[config.mk]
export PLATFORM = sky130hd
export DESIGN_NAME = bfp_expand_flat
export DESIGN_NICKNAME = d
export VERILOG_FILES = /design/src/rtl/bfp_expand_if.sv /design/src/rtl/bfp_expand.sv /design/src/flat_wrapper.sv
export SDC_FILE = /design/constraint.sdc
export NUM_CORES = 1
export LEC_CHECK = 0
export ABC_AREA = 1
export CELL_PAD_IN_SITES_DETAIL_PLACEMENT = 1
export CELL_PAD_IN_SITES_GLOBAL_PLACEMENT = 1
export CORE_MARGIN = 5
export CORE_UTILIZATION = 41
export DETAILED_ROUTE_END_ITERATION = 7
export GPL_ROUTABILITY_DRIVEN = 0
export GPL_TIMING_DRIVEN = 1
export PLACE_DENSITY = 0.83
export SYNTH_ARGS = -nofsm -noshare
export SYNTH_HDL_FRONTEND = slang
export SYNTH_SLANG_ARGS = --single-unit
export TNS_END_PERCENT = 5
[constraint.sdc]
create_clock -name clk -period 6.35 [get_ports clk]
set_clock_uncertainty 0.2 [all_clocks]
set_input_delay 0.9525 -clock clk [delete_from_list [all_inputs] [get_ports clk]]
set_output_delay 0.9525 -clock clk [all_outputs]
set_load 0.02 [all_outputs]
[src/rtl/bfp_expand_if.sv]
// Sample-stream bundle for the block-floating-point expander: mantissa/exponent
// stream in, expanded I/Q samples plus packet status out.
interface bfp_expand_if #(
  parameter int IW = 40,
  parameter int MW = 16,
  parameter int LW = 12
);
  logic          i_sop;
  logic          i_eop;
  logic          i_vld;
  logic [4:0]    i_exp;
  logic [MW-1:0] i_man_re;
  logic [MW-1:0] i_man_im;

  logic          o_sop;
  logic          o_eop;
  logic          o_vld;
  logic [IW-1:0] o_dout_re;
  logic [IW-1:0] o_dout_im;
  logic          o_sat;
  logic [LW-1:0] o_len;
  logic          o_err;

  modport master (
    output i_sop, i_eop, i_vld, i_exp, i_man_re, i_man_im,
    input  o_sop, o_eop, o_vld, o_dout_re, o_dout_im, o_sat, o_len, o_err
  );

  modport slave (
    input  i_sop, i_eop, i_vld, i_exp, i_man_re, i_man_im,
    output o_sop, o_eop, o_vld, o_dout_re, o_dout_im, o_sat, o_len, o_err
  );
endinterface

[src/rtl/bfp_expand.sv]
// Block-floating-point expander: packet framing FSM (stage 1) followed by a
// saturating per-component left shift (stage 2); fixed 2-cycle latency.
module bfp_expand #(
  parameter int IW = 40,
  parameter int MW = 16,
  parameter int LW = 12
) (
  input  logic          clk,
  input  logic          rst,
  bfp_expand_if.slave   bus
);

  // Wide enough to hold any mantissa shifted by 31 without losing the sign.
  localparam int WW = IW + 32;
  localparam logic [LW-1:0] LEN_MAX = '1;

  typedef enum logic {IDLE, PKT} state_t;

  state_t        r_state;
  logic [4:0]    r_exp;
  logic [LW-1:0] r_cnt;
  logic          r_err;

  logic          r_s1_vld;
  logic          r_s1_sop;
  logic          r_s1_eop;
  logic [4:0]    r_s1_exp;
  logic [MW-1:0] r_s1_re;
  logic [MW-1:0] r_s1_im;
  logic [LW-1:0] r_s1_len;

  logic          r_o_sop;
  logic          r_o_eop;
  logic          r_o_vld;
  logic [IW-1:0] r_o_re;
  logic [IW-1:0] r_o_im;
  logic          r_o_sat;
  logic [LW-1:0] r_o_len;

  logic [LW-1:0] w_cnt_inc;
  logic [IW:0]   w_re;
  logic [IW:0]   w_im;

  assign w_cnt_inc = (r_cnt == LEN_MAX) ? r_cnt : r_cnt + LW'(1);

  // Returns {saturated, value}; clamps toward the mantissa's sign on overflow.
  function automatic logic [IW:0] shift_sat(input logic [MW-1:0] m, input logic [4:0] e);
    logic [WW-1:0] w;
    w = {{(WW-MW){m[MW-1]}}, m} << e;
    if (w[WW-1:IW-1] == {(WW-IW+1){m[MW-1]}})
      return {1'b0, w[IW-1:0]};
    return {1'b1, m[MW-1], {(IW-1){~m[MW-1]}}};
  endfunction

  // NOTE: sequential state uses non-blocking assignments so every register
  // samples the pre-edge values, independent of statement order.
  always_ff @(posedge clk) begin
    if (rst) begin
      r_state  <= IDLE;
      r_exp    <= '0;
      r_cnt    <= '0;
      r_err    <= 1'b0;
      r_s1_vld <= 1'b0;
      r_s1_sop <= 1'b0;
      r_s1_eop <= 1'b0;
      r_s1_exp <= '0;
      r_s1_re  <= '0;
      r_s1_im  <= '0;
      r_s1_len <= '0;
    end else begin
      r_err    <= 1'b0;
      r_s1_vld <= 1'b0;
      r_s1_sop <= 1'b0;
      r_s1_eop <= 1'b0;
      r_s1_len <= '0;
      if (bus.i_vld) begin
        r_s1_re <= bus.i_man_re;
        r_s1_im <= bus.i_man_im;
        if (bus.i_sop) begin
          // A new sop always restarts; inside a packet it also flags the abandon.
          r_err    <= (r_state == PKT);
          r_exp    <= bus.i_exp;
          r_cnt    <= LW'(1);
          r_state  <= bus.i_eop ? IDLE : PKT;
          r_s1_vld <= 1'b1;
          r_s1_sop <= 1'b1;
          r_s1_eop <= bus.i_eop;
          r_s1_exp <= bus.i_exp;
          r_s1_len <= bus.i_eop ? LW'(1) : '0;
        end else if (r_state == IDLE) begin
          r_err <= 1'b1;
        end else begin
          r_cnt    <= w_cnt_inc;
          r_s1_vld <= 1'b1;
          r_s1_eop <= bus.i_eop;
          r_s1_exp <= r_exp;
          r_s1_len <= bus.i_eop ? w_cnt_inc : '0;
          if (bus.i_eop)
            r_state <= IDLE;
        end
      end
    end
  end

  assign w_re = shift_sat(r_s1_re, r_s1_exp);
  assign w_im = shift_sat(r_s1_im, r_s1_exp);

  always_ff @(posedge clk) begin
    if (rst || !r_s1_vld) begin
      r_o_vld <= 1'b0;
      r_o_sop <= 1'b0;
      r_o_eop <= 1'b0;
      r_o_re  <= '0;
      r_o_im  <= '0;
      r_o_sat <= 1'b0;
      r_o_len <= '0;
    end else begin
      r_o_vld <= 1'b1;
      r_o_sop <= r_s1_sop;
      r_o_eop <= r_s1_eop;
      r_o_re  <= w_re[IW-1:0];
      r_o_im  <= w_im[IW-1:0];
      r_o_sat <= w_re[IW] | w_im[IW];
      r_o_len <= r_s1_len;
    end
  end

  assign bus.o_sop     = r_o_sop;
  assign bus.o_eop     = r_o_eop;
  assign bus.o_vld     = r_o_vld;
  assign bus.o_dout_re = r_o_re;
  assign bus.o_dout_im = r_o_im;
  assign bus.o_sat     = r_o_sat;
  assign bus.o_len     = r_o_len;
  assign bus.o_err     = r_err;

endmodule

[src/flat_wrapper.sv]
// flat-port wrapper written by rule: the top's interface ports become plain ports
module bfp_expand_flat 
#(
  parameter int IW = 40,
  parameter int MW = 16,
  parameter int LW = 12
)
  (clk, rst, bus_i_sop, bus_i_eop, bus_i_vld, bus_i_exp, bus_i_man_re, bus_i_man_im, bus_o_sop, bus_o_eop, bus_o_vld, bus_o_dout_re, bus_o_dout_im, bus_o_sat, bus_o_len, bus_o_err);
  bfp_expand_if #(.IW(IW), .MW(MW), .LW(LW)) bus_i ();
  input  logic clk;
  input  logic rst;
  input wire logic [$bits(bus_i.i_sop)-1:0] bus_i_sop;
  input wire logic [$bits(bus_i.i_eop)-1:0] bus_i_eop;
  input wire logic [$bits(bus_i.i_vld)-1:0] bus_i_vld;
  input wire logic [$bits(bus_i.i_exp)-1:0] bus_i_exp;
  input wire logic [$bits(bus_i.i_man_re)-1:0] bus_i_man_re;
  input wire logic [$bits(bus_i.i_man_im)-1:0] bus_i_man_im;
  output wire logic [$bits(bus_i.o_sop)-1:0] bus_o_sop;
  output wire logic [$bits(bus_i.o_eop)-1:0] bus_o_eop;
  output wire logic [$bits(bus_i.o_vld)-1:0] bus_o_vld;
  output wire logic [$bits(bus_i.o_dout_re)-1:0] bus_o_dout_re;
  output wire logic [$bits(bus_i.o_dout_im)-1:0] bus_o_dout_im;
  output wire logic [$bits(bus_i.o_sat)-1:0] bus_o_sat;
  output wire logic [$bits(bus_i.o_len)-1:0] bus_o_len;
  output wire logic [$bits(bus_i.o_err)-1:0] bus_o_err;
  assign bus_i.i_sop = bus_i_sop;
  assign bus_i.i_eop = bus_i_eop;
  assign bus_i.i_vld = bus_i_vld;
  assign bus_i.i_exp = bus_i_exp;
  assign bus_i.i_man_re = bus_i_man_re;
  assign bus_i.i_man_im = bus_i_man_im;
  assign bus_o_sop = bus_i.o_sop;
  assign bus_o_eop = bus_i.o_eop;
  assign bus_o_vld = bus_i.o_vld;
  assign bus_o_dout_re = bus_i.o_dout_re;
  assign bus_o_dout_im = bus_i.o_dout_im;
  assign bus_o_sat = bus_i.o_sat;
  assign bus_o_len = bus_i.o_len;
  assign bus_o_err = bus_i.o_err;
  bfp_expand #(.IW(IW), .MW(MW), .LW(LW)) u_core (.clk(clk), .rst(rst), .bus(bus_i));
endmodule
[Word level (Yosys, flattened, before mapping)]
Index checks and enable logic that the tools add are counted.
W data, S select, Z words.
Cells by class
  eq/ne operators: 3
  bitwise operators: 4
  reduce and logical (&&, ||, !) cells: 6
  shift operators: 2
  mux-type cells: 26
  $add $sub $neg: 1
Operator list (count)
  $mux W41: 4
  $shl A72 B5 Y72: 2
  $mux W12: 6
  $eq A33 B33 Y1: 2
  $mux W1: 14
  $add A12 B1 Y12 const B: 1
  $eq A12 B12 Y1 const B: 1
  $mux W5: 2
  $reduce_and A2 Y1: 2
  $not A1 Y1: 3
  $reduce_bool A2 Y1: 1
  $reduce_or A2 Y1: 1
  $logic_not A1 Y1: 1
  $logic_or A1 B1 Y1: 1
  $or A1 B1 Y1: 1
Word-level totals
  logic and storage cells: 60
  bits in registers: 167

[Logic depth before layout (Yosys ltp)]
  word-level depth: 5
  mapped depth: 17
  mapped depth without buffers: 15

[Least setup slack after synthesis]
No wires, ideal clock.
  path kind: in2reg
  start point: input port bus_i_sop
  end point: register u_core.r_cnt[1]
  stages: 9
  setup time: 0.070 ns
  data required time: 6.080 ns
  path slack: 3.451 ns
  arrival: 2.629 ns
  cell sequence: clkbuf_1 inv_1 ha_1 nor2_2 inv_2 nor2_2 inv_1 or2_1 a21oi_1
On the way
  cells in the longest elaborated chain, start to end: 2
  elaborated cells on any way between the ends: 3
  those cells by class: mux (1); reduce/logical (2)
Ends and longest elaborated chain
  start, declared: RTL line flat_wrapper.sv:12  | input wire logic [$bits(bus_i.i_sop)-1:0] bus_i_sop;
  $reduce_bool A2 Y1 (no source line)
  $reduce_and A2 Y1 (no source line)
  end signal, assigned: RTL line bfp_expand.sv:93  | r_cnt <= w_cnt_inc;
  end, declared: RTL line bfp_expand.sv:21  | logic [LW-1:0] r_cnt;
Several ways; a longest one is shown, not always the timed one.
A chain may end at the register's enable or synchronous reset.

[Worst setup path after layout]
Ends and elaborated chain as after synthesis.

==> metrics <==
diode count 0; initial antenna violation count 0; largest net degree at the start of global routing slightly above 60; final hold vios 0; port buffer count between 100 and 150; IO Pins 139; latest clock arrival within the worst-skew pair 430 ps; Max transition margin 47.3%; Reg clk slew, reported paths 70 ps; design area about 10000 sq um; Post-CTS Hold Buffers 0; Reg2Reg Setup Slack around 3300 ps; Final Util 50.8%; final net count approximately 1300; status finished, final reports clean; met1 GRT Util 33.2%; max cap viols 0; setup slack after layout 2930 ps; power per cell area 259 nW/um^2; vias in the first global route 8072; Clock power frac 39.1%; Vias/cell roughly 5.2; Pint 0.00181 W; Top FF cell, synth dfxtp_1; switching portion of total power 31.7%; RSZ-0062 raised after global routing no; initial drt markers 609; Total GRT Usage 22.6%; leakage dissipation 4.23 nW; Post-CTS Setup Bufs 0; Crit Path Class input pin to flop; synthesized cell area 8290 sq um; crit path DAT 3570 ps; library cells used by synthesis 49; Initial Utilization 41.2%; net count after synthesis 1232; HPWL after detailed placement 18600 microns; TritonCTS buffer count 17; Final period util 53.9%; Die H 152 microns; pre-CTS setup slack 2540 ps; HP Class flop to flop; Async SR Flop Fraction 0%; ANT nets after route 0; Synth-to-Final Area Change 23.2%; Sequential Power Share a little over two fifths; Setup crit end kind flop; Wirelength per Cell around 17 microns; post-synth top area cell dfxtp_1; f_max 0.292 GHz; fraction of layout cells with a size suffix above 1 9.32%; setup TNS 0 ps; routing usage on met3 ~4%; die width 152 microns; global route hottest layer met2; first-pass GRT wire length 43300 microns; post-route minimum period 3420 ps; Pins Over Slew Limit 0; core area 20100 sq um; TritonCTS Sinks 167; # resized after CTS 0; sequential share of the synthesized area approximately 40%; Combinational Power Share 19.3%; Max IR drop VDD 182 uV; post-synth top area share 40.3%; FP Rows 52; crit path launch type input pin; Total Wirelength 26400 microns; # setup viols final 0; worst-path fanout max 15; Commonest cells post-synth nand2_1, dfxtp_1, nand3_1; die area 23200 sq um; CTS tree done; vias 8135; Initial DRT Pass Iterations 5; Gate Count Post-Synth 1188; Synth Warn # 0; placed cell area 9630 sq um; grt ovf 0; Req. time, crit path 6500 ps; met2 global-route usage 34.8%; root buffer cell clkbuf_16; DRC viols 0; maximum clock path buffer count 2; Yosys reg bits roughly 170; EDFF count, synth 0; Mean Syn Cell Area 6.98 sq um; CTS H-tree lvls 4; count leader, synth nand2_1; synth top area cells dfxtp_1, nand2_1, nand3_1; Net Sw Power 0.000840 W; Tightest Pin Transition between 700 and 800 ps
-- through the flow --
stage                     hold slack [ps]  total power, W  std cells
final                                 209         0.00265       1557
after global routing                  229         0.00278       1557
after CTS                             209         0.00266       1557
after detailed placement              203         0.00163       1525
after global placement                196         0.00161       1525
after floorplan                       194         0.00149       1188
-- layout make-up --
| type | count | area (sq um) |
|---|---|---|
| Inverter | 79 | 304 |
| Multi-Input combinational cell | 860 | 4180 |
| Fill cell | 2538 | 9890 |
| Timing Repair Buffer | 149 | 1460 |
| Clock buffer | 18 | 439 |
| Sequential cell | 167 | 3350 |
| Clock inverter | 14 | 139 |
| Tap cell | 270 | 338 |
-- routing by layer --
| layer | vias up | share of wire (%) |
|---|---|---|
| li1 | 4027 | - |
| met1 | 3859 | 50 |
| met2 | 219 | 44 |
| met3 | 30 | 4.9 |
| met4 | 0 | 1.4 |
| met5 | - | 0 |
-- cells by family after synthesis --
| kind of cell | synth area share, % |
|---|---|
| DFF | 40.3 |
| adders and majority gates | 0.302 |
| and+or+nand+nor | 33.5 |
| muxes | 0.241 |
| buffers and inverters | 9.34 |
| AOI/OAI and AO/OA | 15.6 |
| xor gates and xnor gates | 0.740 |
-- state kept, by name (all words and copies together), names as in the netlist --
name,flops
u_core.bus.o_dout_im,40
u_core.bus.o_dout_re,40
u_core.bus.o_eop,1
u_core.bus.o_err,1
u_core.bus.o_len,12
u_core.bus.o_sat,1
u_core.bus.o_sop,1
u_core.bus.o_vld,1
u_core.r_cnt,12
u_core.r_exp,5
u_core.r_s1_eop,1
u_core.r_s1_exp,5
u_core.r_s1_im,16
u_core.r_s1_len,12
u_core.r_s1_re,16
u_core.r_s1_sop,1
u_core.r_s1_vld,1
u_core.r_state,1
-- cells in the final DEF, fill, tap and decap left out, types with 20 or more instances in the layout --
cell and n:
nor2_1 108, a21oi_2 20, clkdlybuf4s50_1 138, a21oi_1 93, o21ai_0 62, dfxtp_1 165, nand3_1 122, inv_1 68
nand2_1 325
-- power groups by stage --
stage                     clock, W  combinational [W]  sequential (W)
after floorplan                  0           0.000351         0.00113
after global placement           0           0.000489         0.00113
after detailed placement         0           0.000500         0.00113
after CTS                  0.00105           0.000508         0.00110
after global routing       0.00110           0.000567         0.00111
final                      0.00103           0.000511         0.00110
-- critical path: stages --
cell,delay [ps]
clkdlybuf4s50_1,710
inv_1,200
ha_1,250
nor2_2,350
inv_2,220
nor2_2,370
inv_1,130
or2_1,250
a21oi_1,140
-- path summary, 6_finish.rpt --
check                                  start                                   to  cells after the start
min            u_core.r_s1_len[8]$_SDFF_PP0_       u_core.bus.o_len[8]$_SDFF_PN0_                      2
max reg2reg  u_core.r_s1_exp[1]$_SDFFE_PP0P_  u_core.bus.o_dout_im[32]$_SDFF_PN0_                     11
min reg2reg    u_core.r_s1_len[8]$_SDFF_PP0_       u_core.bus.o_len[8]$_SDFF_PN0_                      2
max                                bus_i_sop         u_core.r_cnt[1]$_SDFFE_PP0P_                      9
No activity file was read; power rests on OpenSTA's default activity.
